<file path="src/rtl/alu_exec_pkg.sv">
// Shared opcode constants and state encoding for the execute-stage ALU.
package alu_exec_pkg;

  localparam logic [3:0] ALU_AND = 4'b0000;
  localparam logic [3:0] ALU_OR  = 4'b0001;
  localparam logic [3:0] ALU_ADD = 4'b0010;
  localparam logic [3:0] ALU_SUB = 4'b0110;
  localparam logic [3:0] ALU_CMP = 4'b0111;
  localparam logic [3:0] ALU_MUL = 4'b1000;

  localparam logic [2:0] CMP_LT = 3'b000;
  localparam logic [2:0] CMP_GT = 3'b001;
  localparam logic [2:0] CMP_NE = 3'b100;
  localparam logic [2:0] CMP_GE = 3'b101;

  typedef enum logic {IDLE, MUL} state_t;

endpackage

</file>
<file path="src/rtl/alu_exec_if.sv">
// Request/response bundle between the pipeline and the execute-stage ALU.
interface alu_exec_if #(parameter int WIDTH = 32);

  logic             valid_i;
  logic [WIDTH-1:0] src1_i;
  logic [WIDTH-1:0] src2_i;
  logic [3:0]       ALUCtrl_i;
  logic [2:0]       bonus_ctrl_i;
  logic             ready_o;
  logic             valid_o;
  logic [WIDTH-1:0] result_o;
  logic             zero_o;

  modport master (
    output valid_i, src1_i, src2_i, ALUCtrl_i, bonus_ctrl_i,
    input  ready_o, valid_o, result_o, zero_o
  );

  modport slave (
    input  valid_i, src1_i, src2_i, ALUCtrl_i, bonus_ctrl_i,
    output ready_o, valid_o, result_o, zero_o
  );

endinterface

</file>
<file path="src/rtl/shift_add_mul.sv">
// Iterative shift-add multiplier, one multiplier bit per step, WIDTH steps total.
module shift_add_mul #(
  parameter int WIDTH = 32
) (
  input  logic             clk_i,
  input  logic             rst_i,
  input  logic             start,
  input  logic             step,
  input  logic [WIDTH-1:0] src_a,
  input  logic [WIDTH-1:0] src_b,
  output logic             done,
  output logic [WIDTH-1:0] product
);

  localparam int CW = (WIDTH > 1) ? $clog2(WIDTH) : 1;

  logic [WIDTH-1:0] mcand_reg;
  logic [WIDTH-1:0] mplier_reg;
  logic [WIDTH-1:0] acc_reg;
  logic [CW-1:0]    cnt_reg;
  logic [WIDTH-1:0] acc_next;

  assign acc_next = acc_reg + (mplier_reg[0] ? mcand_reg : '0);
  // The final iteration's add is folded into the product so the result lands on the same edge.
  assign done     = step && (cnt_reg == CW'(WIDTH - 1));
  assign product  = acc_next;

  always_ff @(posedge clk_i or negedge rst_i) begin
    if (!rst_i) begin
      mcand_reg  <= '0;
      mplier_reg <= '0;
      acc_reg    <= '0;
      cnt_reg    <= '0;
    end else if (start) begin
      mcand_reg  <= src_a;
      mplier_reg <= src_b;
      acc_reg    <= '0;
      cnt_reg    <= '0;
    end else if (step) begin
      acc_reg    <= acc_next;
      mcand_reg  <= mcand_reg << 1;
      mplier_reg <= mplier_reg >> 1;
      cnt_reg    <= cnt_reg + CW'(1);
    end
  end

endmodule

</file>
<file path="src/rtl/alu_exec_unit.sv">
// Execute-stage ALU: single-cycle logic/arith/compare plus a stalling multi-cycle multiply.
module alu_exec_unit
  import alu_exec_pkg::*;
#(
  parameter int WIDTH = 32
) (
  input  logic       clk_i,
  input  logic       rst_i,
  alu_exec_if.slave  bus
);

  state_t           state_reg;
  state_t           state_next;
  logic [WIDTH-1:0] result_reg;
  logic [WIDTH-1:0] result_next;
  logic             zero_reg;
  logic             valid_reg;
  logic             result_load;
  logic             mul_start;
  logic             mul_step;
  logic             mul_done;
  logic [WIDTH-1:0] mul_product;
  logic [WIDTH-1:0] alu_result;
  logic             cmp_bit;
  logic             lt;
  logic             accept;

  assign bus.ready_o  = (state_reg == IDLE);
  assign bus.valid_o  = valid_reg;
  assign bus.result_o = result_reg;
  assign bus.zero_o   = zero_reg;
  assign accept       = bus.valid_i && bus.ready_o;
  assign mul_step     = (state_reg == MUL);
  assign lt           = $signed(bus.src1_i) < $signed(bus.src2_i);

  always_comb begin
    cmp_bit = lt;
    case (bus.bonus_ctrl_i)
      CMP_GT:  cmp_bit = $signed(bus.src1_i) > $signed(bus.src2_i);
      CMP_NE:  cmp_bit = bus.src1_i != bus.src2_i;
      CMP_GE:  cmp_bit = !lt;
      default: cmp_bit = lt;
    endcase
  end

  always_comb begin
    alu_result = '0;
    case (bus.ALUCtrl_i)
      ALU_AND: alu_result = bus.src1_i & bus.src2_i;
      ALU_OR:  alu_result = bus.src1_i | bus.src2_i;
      ALU_ADD: alu_result = bus.src1_i + bus.src2_i;
      ALU_SUB: alu_result = bus.src1_i - bus.src2_i;
      ALU_CMP: alu_result = WIDTH'(cmp_bit);
      default: alu_result = '0;
    endcase
  end

  shift_add_mul #(.WIDTH(WIDTH)) u_mul (
    .clk_i   (clk_i),
    .rst_i   (rst_i),
    .start   (mul_start),
    .step    (mul_step),
    .src_a   (bus.src1_i),
    .src_b   (bus.src2_i),
    .done    (mul_done),
    .product (mul_product)
  );

  always_comb begin
    state_next  = state_reg;
    mul_start   = 1'b0;
    result_load = 1'b0;
    result_next = alu_result;
    case (state_reg)
      IDLE: begin
        if (accept) begin
          if (bus.ALUCtrl_i == ALU_MUL) begin
            mul_start  = 1'b1;
            state_next = MUL;
          end else begin
            result_load = 1'b1;
          end
        end
      end
      MUL: begin
        // Requests are ignored here; ready_o is low so nothing is accepted.
        if (mul_done) begin
          result_load = 1'b1;
          result_next = mul_product;
          state_next  = IDLE;
        end
      end
      default: state_next = IDLE;
    endcase
  end

  always_ff @(posedge clk_i or negedge rst_i) begin
    if (!rst_i) begin
      state_reg  <= IDLE;
      result_reg <= '0;
      zero_reg   <= 1'b0;
      valid_reg  <= 1'b0;
    end else begin
      state_reg <= state_next;
      valid_reg <= result_load;
      if (result_load) begin
        result_reg <= result_next;
        zero_reg   <= (result_next == '0);
      end
    end
  end

endmodule
</file>
<file path="src/flat_wrapper.sv">
// flat-port wrapper written by rule: the top's interface ports become plain ports
module alu_exec_unit_flat import alu_exec_pkg::*;
#(
  parameter int WIDTH = 32
)
  (clk_i, rst_i, bus_valid_i, bus_src1_i, bus_src2_i, bus_ALUCtrl_i, bus_bonus_ctrl_i, bus_ready_o, bus_valid_o, bus_result_o, bus_zero_o);
  alu_exec_if #(.WIDTH(WIDTH)) bus_i ();
  input  logic clk_i;
  input  logic rst_i;
  input wire logic [$bits(bus_i.valid_i)-1:0] bus_valid_i;
  input wire logic [$bits(bus_i.src1_i)-1:0] bus_src1_i;
  input wire logic [$bits(bus_i.src2_i)-1:0] bus_src2_i;
  input wire logic [$bits(bus_i.ALUCtrl_i)-1:0] bus_ALUCtrl_i;
  input wire logic [$bits(bus_i.bonus_ctrl_i)-1:0] bus_bonus_ctrl_i;
  output wire logic [$bits(bus_i.ready_o)-1:0] bus_ready_o;
  output wire logic [$bits(bus_i.valid_o)-1:0] bus_valid_o;
  output wire logic [$bits(bus_i.result_o)-1:0] bus_result_o;
  output wire logic [$bits(bus_i.zero_o)-1:0] bus_zero_o;
  assign bus_i.valid_i = bus_valid_i;
  assign bus_i.src1_i = bus_src1_i;
  assign bus_i.src2_i = bus_src2_i;
  assign bus_i.ALUCtrl_i = bus_ALUCtrl_i;
  assign bus_i.bonus_ctrl_i = bus_bonus_ctrl_i;
  assign bus_ready_o = bus_i.ready_o;
  assign bus_valid_o = bus_i.valid_o;
  assign bus_result_o = bus_i.result_o;
  assign bus_zero_o = bus_i.zero_o;
  alu_exec_unit #(.WIDTH(WIDTH)) u_core (.clk_i(clk_i), .rst_i(rst_i), .bus(bus_i));
endmodule
</file>
<file path="config.mk">
export PLATFORM = sky130hd
export DESIGN_NAME = alu_exec_unit_flat
export DESIGN_NICKNAME = d
export VERILOG_FILES = /design/src/rtl/alu_exec_pkg.sv /design/src/rtl/alu_exec_if.sv /design/src/rtl/shift_add_mul.sv /design/src/rtl/alu_exec_unit.sv /design/src/flat_wrapper.sv
export SDC_FILE = /design/constraint.sdc
export NUM_CORES = 1
export LEC_CHECK = 0
export ABC_CLOCK_PERIOD_IN_PS = 5710
export CORE_MARGIN = 2
export CORE_UTILIZATION = 40
export DETAILED_ROUTE_END_ITERATION = 12
export SLEW_MARGIN = 20
export SYNTH_ARGS = -nofsm -noshare
export SYNTH_HDL_FRONTEND = slang
export SYNTH_SLANG_ARGS = --single-unit
</file>
<file path="constraint.sdc">
create_clock -name clk_i -period 5.71 [get_ports clk_i]
set_input_delay 1.713 -clock clk_i [delete_from_list [all_inputs] [get_ports clk_i]]
set_output_delay 1.713 -clock clk_i [all_outputs]
set_load 0.02 [all_outputs]
</file>
=== After elaboration in Yosys (flattened, before gate mapping) ===
Index checks and enable logic that the tools add are counted.

* Input port bits: 74
* Logic and storage cells: 55
* Output and inout bits: 35
* Bits in registers: 136

* Muxes and demuxes: 22
* Bitwise gates (word level): 3
* Reductions and logical operators: 6
* $lt $le $gt $ge: 2
* Eq/ne operators: 10
* Add/sub/neg operators: 4

{| class="wikitable"
|+ Operators with widths
! cell !! number
|-
| $mux W32 || 9
|-
| $pmux W32 S5 || 1
|-
| $add A32 B32 Y32 || 2
|-
| $and A32 B32 Y32 || 1
|-
| $gt A32 B32 Y1 || 1
|-
| $logic_not A32 Y1 || 1
|-
| $lt A32 B32 Y1 || 1
|-
| $ne A32 B32 Y1 || 1
|-
| $or A32 B32 Y32 || 1
|-
| $sub A32 B32 Y32 || 1
|-
| $mux W5 || 2
|-
| $eq A4 B3 Y1 const B || 2
|-
| $mux W1 || 7
|-
| $eq A3 B3 Y1 const B || 2
|-
| $add A5 B1 Y5 const B || 1
|-
| $eq A5 B5 Y1 const B || 1
|-
| $eq A4 B1 Y1 const B || 1
|-
| $eq A4 B2 Y1 const B || 1
|-
| $eq A4 B4 Y1 const B || 1
|-
| $logic_not A4 Y1 || 1
|-
| $pmux W1 S2 || 2
|-
| $eq A3 B1 Y1 const B || 1
|-
| $pmux W1 S3 || 1
|-
| $logic_and A1 B1 Y1 || 2
|-
| 3 further kinds || 3
|}

=== Longest topological paths before layout ===
Gate-level depths: netlist of the first run.

* Word-level depth: 7
* Gate-level depth with buffers: 16

=== Hierarchy ===
A second synthesis of the first run with hierarchy kept.

* Cell total of the unflattened synthesis: 1,834
* Area total of the unflattened synthesis: 14,191.1 um2

{| class="wikitable"
|+ By module, submodules not included
! module !! cells each !! area an instance (um2) !! seq. area each (um2) !! times used
|-
| alu_exec_unit || 1,095 || 7,490.9 || 875.8 || 1
|-
| shift_add_mul || 739 || 6,700.2 || 2,527.4 || 1
|}

=== Worst setup path after synthesis of the first run ===
OpenSTA, ideal clock, no wires.

* Path type: input to register
* Start: input bus_src2_i[11]
* End: register u_core.zero_reg, in the netlist u_core.bus.zero_o
* Slack: 660 ps
* Path buffers: 1
* Required time: 5,606 ps
* Data arrival time: 4,946 ps
* Stages: 14
* Setup time: 104 ps
* Cells stage by stage: inv_1 ha_1 buf_4 or4_1 nor3_1 a211o_1 a21oi_2 xnor2_2 a221o_1 and4b_1 or4b_1 nor4_2 nand4_1 o41ai_2

* Word-level cells in the longest chain between the ends: 7
* Elaborated cells between the ends (all ways): 13
* Classes of those cells: add/sub (2); order compare (2); eq/ne (1); mux (4); bitwise (2); reduce/logical (2)

{| class="wikitable"
|+ RTL lines
! what !! RTL line !! RTL
|-
| from (decl) || flat_wrapper.sv:12 || <nowiki>input wire logic [$bits(bus_i.src2_i)-1:0] bus_src2_i;</nowiki>
|-
| $lt A32 B32 Y1 || alu_exec_unit.sv:34 || <nowiki>assign lt = $signed(bus.src1_i) < $signed(bus.src2_i);</nowiki>
|-
| $logic_not A1 Y1 || alu_exec_unit.sv:41 || <nowiki>CMP_GE: cmp_bit = !lt;</nowiki>
|-
| $pmux W1 S3 || alu_exec_unit.sv:38 || <nowiki>case (bus.bonus_ctrl_i)</nowiki>
|-
| $pmux W32 S5 * || alu_exec_unit.sv:48 || <nowiki>case (bus.ALUCtrl_i)</nowiki>
|-
| $mux W32 || alu_exec_unit.sv:87 || <nowiki>if (mul_done) begin</nowiki>
|-
| $mux W32 * || alu_exec_unit.sv:74 || <nowiki>case (state_reg)</nowiki>
|-
| $logic_not A32 Y1 * || alu_exec_unit.sv:108 || <nowiki>zero_reg <= (result_next == '0);</nowiki>
|-
| to (signal assigned) || alu_exec_unit.sv:108 ||
|-
| to (decl) || alu_exec_unit.sv:16 || <nowiki>logic zero_reg;</nowiki>
|}

Mark *: on every way between the ends. The rest lies on a longest branch, timed or not.
A chain may end at the register's enable or synchronous reset.

=== Worst setup path after layout of the first run ===
* Start: input bus_src2_i[0]
* End: register u_core.zero_reg, in the netlist u_core.bus.zero_o

The elaborated chain is that of the path after synthesis.

==> run metrics, run 1 <==
clk sinks 136; Final min period 5516 ps; syn avg cell area 7.840 µm²; Hold Path Class reg2reg; final max-slew violation count 0; drt first pass iters 6; RSZ-0062 raised after global routing false; TritonCTS clock tree done; grt met2 use 44.55%; status finished clean; Clock Latency Late Sink 460 ps; Worst VDD drop 0.0002316 V; row count between 60 and 70; largest net degree at the start of global routing 81; Critical Path End Type flop; vias per inst 5.751; synthesized net count 1888; FFs w/ async S/R, synth 100.0%; crit path cell chain clkdlybuf4s50_1 -> ha_1 -> fa_1 -> a211oi_1 -> o31ai_1 -> a21boi_1 -> o21ai_1 -> nor2_1 -> xnor2_1 -> nand2_1 -> and4b_1 -> or4b_1 -> nor4_2 -> nand4_1 -> o41ai_2; Mapped Cells 1682; Fmax achieved approximately 180 MHz; critical path's slowest cell clkdlybuf4s50_1; Distinct cells, synth 108; HPWL Detailed a little under 40 mm; GRT Util Overall 29.30%; skew final ~13 ps; GRT Max-Usage Layer met2; Worst Max-Slew Pin Slew 893.2 ps; total CTS buffers 17; sequential area share after synthesis 25.81%; worst hold slack 475.5 ps; Max transition margin between 40% and 50%; area grow syn2layout 23.46%; Port Buffers 108; Die ar. around 0.034 mm²; met1 GRT Util 42.16%; vias in the first global route 12970; Final Hold Fails 0; Max Cap Viol 0; kind of critical path in2reg; Placed Cells 2307; root buffer cell clkbuf_16; Starting Density 40.53%; total number of vias between 10000 and 15000; Layout Nets about 2100; Synth Cell Area 0.01319 mm²; PwrDens 323.1 mW/mm²; Die H 185.6 µm; DRT iter0 DRCs 1329; first-pass GRT wire length 76.12 mm; Antenna Nets Post-Route 0; Top FF cell, synth dfrtp_1; Clock transition at path regs 60 ps; routability cong. 0.9722; share of cells above drive strength 1 between 10 and 15%; Die W 185.6 µm; # setup viols final 0; Post-Layout Cell Count about 2300; dpl cell area between 0.015 and 0.02 mm²; Core Area 0.03254 mm²; H-tree depth 4; Startpoint Class input pin; GRT overflow 0; clk buf depth 2; period utilization between 90% and 100%; Critical Path Max Stage Delay 480 ps; Pleak 7.848 nW; Worst Path Max Fanout 4; design area 0.01628 mm²; Residual DRC 0; Ys Warns 0; hold_buf cts 0; Post-CTS Setup Inserts 0; Synth Register Bits ~140; Ports 109; Crit path arrival time 5860 ps; worst path required time 6060 ps; initial antenna violation count 3; Post-synth EDFFs 0; met3 usage 5.302%; DR WL/cell roughly 21 µm; wirelength, routed 49.50 mm
## kinds of logic after synthesis
kind of cell / share of synthesized area, %
mux: 3.871
simple gates: 21.31
flops: 25.81
fa+ha+maj: 12.69
xor+xnor: 3.577
buf+inv: 7.448
compound gates: 25.29
## routing by layer
metal | vias up | share of wire, %
li1 | 6388 | -
met3 | 66 | 7.4
met1 | 6496 | 47
met2 | 508 | 44
met4 | 0 | 2.4
met5 | - | 0
## per-stage QoR
stage	setup TNS, ps	worst slack, ps	utilization [%]	power, mW
floorplan	0	660.1	-	3.095
global placement	-101.5	-101.5	48.23	4.046
detailed placement	-282.9	-222.0	48.23	4.094
CTS	0	237.8	50.02	5.261
global route	0	12.49	50.03	5.603
finish	0	194.3	50.04	5.261
## critical path, delay by kind of cell
family	cells	cell delay, ps
XOR/XNOR	1	140
adder cells (fa/ha/maj)	2	680
AO/OA/AOI/OAI	5	1410
buffers and inverters	1	480
AND/OR/NAND/NOR	6	1420
## path summary, 6_finish.rpt
kind / slack [ps] / cells after the start / startpoint / to
worst max-delay path: 190 / 15 / bus_src2_i[0] / u_core.bus.zero_o
worst min-delay path: 480 / 2 / u_core.u_mul.mplier_reg[24] / u_core.u_mul.mplier_reg[24]
worst max register to register: 1210 / 14 / u_core.u_mul.mplier_reg[0] / u_core.bus.zero_o
worst min register to register: 480 / 2 / u_core.u_mul.mplier_reg[24] / u_core.u_mul.mplier_reg[24]
max in group asynchronous: 3430 / 2 / rst_i / u_core.u_mul.mplier_reg[31]
min in group asynchronous: 1310 / 1 / rst_i / u_core.u_mul.mcand_reg[6]
## synth_stat cells (all sizes together) (9+ instances only)
master	instances	area, µm²
nand3	23	115.1
nor3	25	130.1
o21bai	9	67.56
o31ai	12	95.09
o21ai	91	455.4
o211ai	17	132.6
a21oi	117	593.1
mux2i	33	330.3
and2	40	250.2
or3	10	62.56
nand2b	14	87.58
a221oi	12	105.1
nor2b	13	88.83
nand4	18	112.6
nand2	286	1081
nor2	93	351.6
and3	10	65.06
o22ai	17	112.6
xor2	21	183.9
nor4	14	108.9
a211oi	15	117.6
mux2	14	157.6
buf	31	156.4
a21o	27	205.2
xnor2	32	287.8
clkbuf	70	322.8
ha	129	1614
inv	134	503.0
a31oi	20	125.1
a22oi	71	533.0
dfrtp	136	3403
## area by class of cell
class	instances	area (µm²)
fill	3272	16250
multi-input combinational	1311	8823
sequential	136	3407
timing repair buffer	284	2411
tap	442	553.0
inverter	134	503.0
clock buffer	22	464.2
clock inverter	10	117.6
antenna	1	2.502
## cell usage in the layout (no fill, tap or decap), types with 6 or more instances in the layout
cell type and instances:
a21oi_1 115, nand4_1 18, nor2b_1 12, nor4_1 12
nand3_1 23, and2_1 40, mux2i_1 33, nor4b_1 6
xnor2_1 31, o211ai_1 16, o21ai_1 18, clkbuf_16 17
ha_1 129, a211oi_1 14, a221oi_1 12, o22ai_1 16
nor3_1 24, inv_2 6, o221ai_1 6, xor2_1 21
a31oi_1 20, o21a_1 6, dfrtp_1 135, and3_1 7
a21o_1 25, nand2_1 285, or3_1 10, nand2b_1 14
nor2_1 91, inv_1 128, buf_4 175, o31ai_1 11
mux2_2 13, o21ai_0 73, o21bai_1 9, a22oi_1 71
clkdlybuf4s50_1 106
## report_power, final
part / internal, mW / switching (mW)
Clock: 0.668 / 0.482
Combinational: 0.988 / 1.43
Sequential: 1.33 / 0.371
## timing repair
| item | 4_1_cts | 5_1_grt |
|---|---|---|
| gates resized for setup | 0 | 1 |
| endpoints found under the hold margin | 0 | 0 |
| setup endpoints to repair | 0 | 1 |
Note: power is estimated with default switching activity, not from simulation.
==> run 2: changes to the inputs <==
--- a/config.mk
+++ b/config.mk
@@ -5,7 +5,7 @@
 export SDC_FILE = /design/constraint.sdc
 export NUM_CORES = 1
 export LEC_CHECK = 0
-export ABC_CLOCK_PERIOD_IN_PS = 5710
+export ABC_CLOCK_PERIOD_IN_PS = 6300
 export CORE_MARGIN = 2
 export CORE_UTILIZATION = 40
 export DETAILED_ROUTE_END_ITERATION = 12
==> constraint.sdc (replaced) <==
create_clock -name clk_i -period 6.3 [get_ports clk_i]
set_input_delay 1.89 -clock clk_i [delete_from_list [all_inputs] [get_ports clk_i]]
set_output_delay 1.89 -clock clk_i [all_outputs]
set_load 0.02 [all_outputs]
==> run 2 against run 1 <==
  * Clock-buffer cell count down 3
  * Hold slack about the same
  * Critical path depth grew 1
  * Critical path type unchanged
  * Largest cell class unchanged
==> run metrics, run 2 (same netlist as run 1, synthesis figures left out) <==
Clock Power Share 22.4% (was 21.8%); WP buf/inv 3 (was 1); Post-CTS Resized 0 (unchanged); final max-slew violation count 0 (unchanged); Setup TNS Final 0 ps (unchanged); WHS Path Cells 2 (unchanged); Crit path max-delay family compound AO/OA/AOI/OAI gates (was simple AND/OR/NAND/NOR gates); Residual DRC 0 (unchanged); Flop pwr share 33.2% (was 32.3%); H-tree depth 4 (unchanged); Crit path arrival time 6140 ps (was 5860 ps); PwrDens 303.7 mW/mm² (was 323.1 mW/mm²); ant diodes 0 (was 1); vias per inst 5.815 (was 5.751); most frequent cells in the layout nand2_1, dfrtp_1, ha_1 (was nand2_1, buf_4, dfrtp_1); internal power 2.665 mW (was 2.981 mW); area grow syn2layout 17.69% (was 23.46%); row count 66 (unchanged); Critical Path End Type flop (unchanged); Core Area 0.03254 mm² (unchanged); Max Cap Viol 0 (unchanged); Pleak 7.356 nW (was 7.848 nW); clk sinks 136 (unchanged); DR WL/cell 21.78 µm (was 21.15 µm); Ports 109 (unchanged); Startpoint Class input pin (unchanged); RSZ-0062 raised after global routing false (unchanged); Net Sw Power 2.048 mW (was 2.280 mW); wirelength, routed 48.73 mm (was 49.50 mm); Worst Max-Slew Pin Slew 1027 ps (was 893.2 ps); skew final 11.02 ps (was 12.92 ps); first-pass GRT wire length 74.63 mm (was 76.12 mm); TritonCTS clock tree done (unchanged); hold_buf cts 0 (unchanged); # setup viols final 0 (unchanged); total CTS buffers 17 (unchanged); GRT Util Overall 28.87% (was 29.30%); DRT iter0 DRCs 1216 (was 1329); kind of critical path in2reg (unchanged); worst path required time 6650 ps (was 6060 ps); Clock Latency Late Sink 450 ps (was 460 ps); initial antenna violation count 3 (unchanged); most common cell after layout, fill and taps aside nand2_1 (unchanged); R2R setup slack 1410 ps (was 1210 ps); Hold Path Class reg2reg (unchanged); clk buf depth 2 (unchanged); Clock transition at path regs 60 ps (about the same); Hold Path Sink u_core.u_mul.mcand_reg[31] (was u_core.u_mul.mplier_reg[24]); drt first pass iters 5 (was 6); min-delay src u_core.u_mul.mcand_reg[31] (was u_core.u_mul.mplier_reg[24]); crit path cell chain clkdlybuf4s50_1 -> inv_1 -> ha_1 -> buf_4 -> and2_1 -> a311oi_1 -> a21oi_1 -> a211oi_2 -> nand2_1 -> xnor2_1 -> a21oi_1 -> o221ai_1 -> or4b_1 -> nor4_2 -> nand4_1 -> o41ai_2 (was clkdlybuf4s50_1 -> ha_1 -> fa_1 -> a211oi_1 -> o31ai_1 -> a21boi_1 -> o21ai_1 -> nor2_1 -> xnor2_1 -> nand2_1 -> and4b_1 -> or4b_1 -> nor4_2 -> nand4_1 -> o41ai_2); combinational power share 44.4% (was 45.9%); vias in the first global route 12380 (was 12970); HPWL Detailed 38.21 mm (was 38.78 mm); Post-CTS Setup Inserts 0 (unchanged); worst r2r dst u_core.bus.zero_o (unchanged); status finished clean (unchanged); Antenna Nets Post-Route 0 (unchanged); total number of vias 13010 (was 13460); Starting Density 40.53% (unchanged); Fmax achieved between 150 and 200 MHz; largest net degree at the start of global routing 97 (was 81); Die W 185.6 µm (unchanged); Max transition margin 31.36% (was 40.33%); routability cong. 0.9566 (was 0.9722); Worst VDD drop 0.0002157 V (was 0.0002316 V); Critical Path Max Stage Delay 640 ps (was 480 ps); Final Hold Fails 0 (unchanged); design area 0.01552 mm² (was 0.01628 mm²); GRT overflow 0 (unchanged); root buffer cell clkbuf_16 (unchanged); Layout Nets 1990 (was 2090); r2r startpoint u_core.u_mul.mplier_reg[0] (unchanged); sw frac 43.45% (was 43.33%); Post-Layout Cell Count 2237 (was 2340); share of cells above drive strength 1 9.081% (was 13.92%); Die H 185.6 µm (unchanged); critical path's slowest cell a311oi_1 (was clkdlybuf4s50_1); Worst Path Max Fanout 10 (was 4); period utilization about nine tenths; Port Buffers 108 (unchanged); dpl cell area 0.01493 mm² (was 0.01569 mm²); Die ar. 0.03444 mm² (unchanged); R2R depth 16 (was 14); Final min period slightly below 6000 ps; Placed Cells 2207 (was 2307); crit-path most repeated cell a21oi_1
run 2: cell count changes in the layout (fill, tap and decap cells not counted), sizes merged:
| cell | delta |
|---|---|
| clkbuf | -3 |
| clkinvlp | +2 |
| buf | -100 |
| bufinv | +1 |
| clkinv | -2 |
| diode | -1 |
run 2: area by class of cell:
| cell class | instances | area, µm² |
|---|---|---|
| multi-input combinational | 1311 | 8817 |
| tap | 442 | 553.0 |
| timing repair buffer | 184 | 1648 |
| inverter | 134 | 503.0 |
| clock inverter | 11 | 148.9 |
| fill | 3289 | 17020 |
| clock buffer | 19 | 442.9 |
| sequential | 136 | 3407 |
run 2: metrics by stage:
| step | setup WS, ps | hold WS (ps) | utilization (%) | power [mW] |
|---|---|---|---|---|
| 2_1_floorplan | 1073 | 446.3 | - | 2.806 |
| 3_3_place_gp | 137.4 | 459.3 | 45.88 | 3.614 |
| 3_5_place_dp | 108.7 | 463.6 | 45.88 | 3.646 |
| 4_1_cts | 582.4 | 478.1 | 47.70 | 4.723 |
| 5_1_grt | 227.2 | 487.0 | 47.70 | 5.025 |
| 6_report | 508.2 | 476.0 | 47.70 | 4.713 |
run 2: how the worst max path moves through the flow:
| stage | from | to | slack [ps] | cells past startpoint |
|---|---|---|---|---|
| floorplan | bus_src2_i[11] | u_core.bus.zero_o | 1070 | 14 |
| global placement | bus_src2_i[16] | u_core.bus.zero_o | 140 | 16 |
| detailed placement | bus_src2_i[14] | u_core.bus.zero_o | 110 | 15 |
| CTS | bus_src2_i[16] | u_core.bus.zero_o | 580 | 16 |
| global route | bus_src1_i[0] | u_core.bus.zero_o | 230 | 16 |
| finish | bus_src2_i[16] | u_core.bus.zero_o | 510 | 16 |
run 2: power by group through the flow:
| stage | clock network (mW) | logic [mW] | registers (mW) |
|---|---|---|---|
| floorplan | 0 | 1.33 | 1.47 |
| global placement | 0 | 2.05 | 1.57 |
| detailed placement | 0 | 2.08 | 1.57 |
| CTS | 1.08 | 2.08 | 1.56 |
| global route | 1.11 | 2.31 | 1.61 |
| finish | 1.05 | 2.09 | 1.57 |
run 2: layer usage:
metal  GRT usage (%)  vias up  wire (µm)  part of all wire (%)
li1                -     6177          -                     -
met1           42.31     6352      23210                    48
met2           42.54      420      20900                    43
met4           8.850        0       1275                   2.6
met3           5.635       60       3341                   6.9
met5               0        -          0                     0
run 2: worst min-delay path, cell delays in order, from the launching register on:
cell and delay [ps]:
dfrtp_1 340, nand2_1 50, nand2_1 50
==> run 3: changes to the inputs <==
--- a/config.mk
+++ b/config.mk
@@ -9,6 +9,7 @@
 export CORE_MARGIN = 2
 export CORE_UTILIZATION = 40
 export DETAILED_ROUTE_END_ITERATION = 12
+export REMOVE_ABC_BUFFERS = 1
 export SLEW_MARGIN = 20
 export SYNTH_ARGS = -nofsm -noshare
 export SYNTH_HDL_FRONTEND = slang
==> run 3 against run 2 <==
  * Routed wire length shrank 0.92%
  * Worst setup slack worse by 230 ps
  * Utilization is 0.30 points higher
  * Final cell count increased by 0.40%
  * Clock-buffer cell count up 4
  * Critical endpoint unchanged
  * Largest power group unchanged
==> run metrics, run 3 (same netlist as run 1, synthesis figures left out) <==
status finished clean (unchanged); Hold Path Sink u_core.u_mul.mplier_reg[1] (was u_core.u_mul.mcand_reg[31]); first-pass GRT wire length 74.05 mm (was 74.63 mm); clk buf depth 2 (unchanged); ant diodes 0 (unchanged); initial antenna violation count 1 (was 3); Worst VDD drop 0.0002596 V (was 0.0002157 V); Startpoint Class input pin (unchanged); min-delay src u_core.u_mul.mplier_reg[1] (was u_core.u_mul.mcand_reg[31]); Fmax achieved 165.9 MHz (was 172.7 MHz); Worst Max-Slew Pin Slew 1129 ps (was 1027 ps); total CTS buffers 17 (unchanged); area grow syn2layout 18.43% (was 17.69%); H-tree depth 4 (unchanged); Worst Path Max Fanout 7 (was 10); root buffer cell clkbuf_16 (unchanged); share of cells above drive strength 1 9.534% (was 9.081%); clk sinks 136 (unchanged); Hold Path Class reg2reg (unchanged); Placed Cells 2215 (was 2207); Clock Latency Late Sink 450 ps (about the same); Final min period 6027 ps (was 5792 ps); most common cell after layout, fill and taps aside nand2_1 (unchanged); wirelength, routed 48.28 mm (was 48.73 mm); Die H 185.6 µm (unchanged); Post-CTS Setup Inserts 0 (unchanged); kind of critical path in2reg (unchanged); final core utilization 48.00% (was 47.70%); vias in the first global route 12510 (was 12380); Die ar. 0.03444 mm² (unchanged); Post-Layout Cell Count 2246 (was 2237); GRT overflow 0 (unchanged); Pleak 7.413 nW (was 7.356 nW); skew final 13.67 ps (was 11.02 ps); grt met2 use 44.55% (was 42.54%); critical path's slowest cell or4b_1 (was a311oi_1); RSZ-0062 raised after global routing false (unchanged); GRT Max-Usage Layer met2 (unchanged); final max-slew violation count 0 (unchanged); routability cong. 0.9464 (was 0.9566); Critical Path Max Stage Delay 560 ps (was 640 ps); Ports 109 (unchanged); Port Buffers 108 (unchanged); row count 66 (unchanged); hold_buf cts 0 (unchanged); R2R setup slack 1110 ps (was 1410 ps); crit-path most repeated cell o211ai_1 (was a21oi_1); Core Area 0.03254 mm² (unchanged); Antenna Nets Post-Route 0 (unchanged); Clock transition at path regs 60 ps (about the same); Max Cap Viol 0 (unchanged); Final Hold Fails 0 (unchanged); DRT iter0 DRCs 1208 (was 1216); met1 GRT Util 39.61% (was 42.31%); r2r startpoint u_core.u_mul.mplier_reg[0] (unchanged); crit path cell chain clkdlybuf4s50_1 -> inv_1 -> ha_1 -> o211ai_1 -> o211ai_1 -> and3_1 -> a2bb2oi_1 -> o22ai_1 -> a21oi_1 -> a21boi_0 -> nand2_1 -> or4b_1 -> nor4_2 -> nand4_1 -> o41ai_2 (was clkdlybuf4s50_1 -> inv_1 -> ha_1 -> buf_4 -> and2_1 -> a311oi_1 -> a21oi_1 -> a211oi_2 -> nand2_1 -> xnor2_1 -> a21oi_1 -> o221ai_1 -> or4b_1 -> nor4_2 -> nand4_1 -> o41ai_2); DR WL/cell 21.50 µm (was 21.78 µm); Max transition margin 24.56% (was 31.36%); total number of vias 13050 (was 13010); vias per inst 5.811 (was 5.815); Crit path arrival time 6370 ps (was 6140 ps); period utilization 95.66% (was 91.93%); worst r2r dst u_core.bus.zero_o (unchanged); Starting Density 40.53% (unchanged); TritonCTS clock tree done (unchanged); Critical Path End Type flop (unchanged); R2R depth 14 (was 16); Layout Nets 1998 (was 1990); drt first pass iters 5 (unchanged); HPWL Detailed 36.58 mm (was 38.21 mm); # setup viols final 0 (unchanged); worst path required time 6650 ps (about the same); largest net degree at the start of global routing 89 (was 97); met3 usage 5.909% (was 5.635%); Residual DRC 0 (unchanged); WHS Path Cells 2 (unchanged); fillers 3330 (was 3289); GRT Util Overall 28.63% (was 28.87%); most frequent cells in the layout nand2_1, dfrtp_1, ha_1 (unchanged); PwrDens 301.5 mW/mm² (was 303.7 mW/mm²); Die W 185.6 µm (unchanged)
## run 3: cell count changes in the layout (fill, tap and decap cells not counted), sizes merged
cell | before | now
buf | 78 | 86
clkbuf | 19 | 23
clkinvlp | 3 | 2
inv | 136 | 134
## run 3: worst max path at each step
stage	from	endpoint	depth (start not counted)
finish	bus_src1_i[2]	u_core.bus.zero_o	15
global route	bus_src1_i[2]	u_core.bus.zero_o	15
CTS	bus_src2_i[0]	u_core.bus.zero_o	15
detailed placement	bus_src2_i[0]	u_core.bus.zero_o	15
global placement	bus_src2_i[4]	u_core.bus.zero_o	16
floorplan	u_core.mul_step	u_core.u_mul.acc_reg[1]	4
## run 3: power breakdown
part,switching (mW),internal (mW)
clock,0.419,0.650
sequential,0.325,1.20
combinational,1.26,0.852
total,2.01,2.70
## run 3: area by class of cell
cell class	count	area (µm²)	share of cell area, %
inverters	134	503.0	3.220
multi-input cells	1311	8837	56.58
repair buffers	192	1720	11.02
well taps	442	553.0	3.541
clock buffers	23	478.0	3.060
flip-flops and latches	136	3407	21.81
clock inverters	8	120.1	0.7690
## run 3: worst max-delay path, delay by kind of cell
family	cells	cell delay (ps)
AO/OA/AOI/OAI	7	1970
AND/OR/NAND/NOR	5	1490
buffers and inverters	2	610
adder cells (fa/ha/maj)	1	410
## run 3: timing repair
action,in CTS,in global routing
setup endpoints to repair,0,1
gates resized for setup,0,2
hold endpoints to repair,0,0
## run 3: through the flow
stage	instance area, µm²	setup WS [ps]	TNS (ps)	hold slack (ps)	power, mW
2_1_floorplan	12710	-73.31	-2352	446.3	2.735
3_3_place_gp	15010	92.47	0	460.1	3.586
4_1_cts	15610	375.0	0	483.8	4.720
3_5_place_dp	15010	-46.42	-46.42	466.5	3.628
5_1_grt	15620	66.73	0	494.0	5.025
6_report	15620	273.3	0	475.2	4.709
## run 3: layer usage
layer	wire, µm	share of wire (%)
met1	22610	47
met2	21410	44
met3	2880	6.0
met4	1372	2.8
met5	0	0
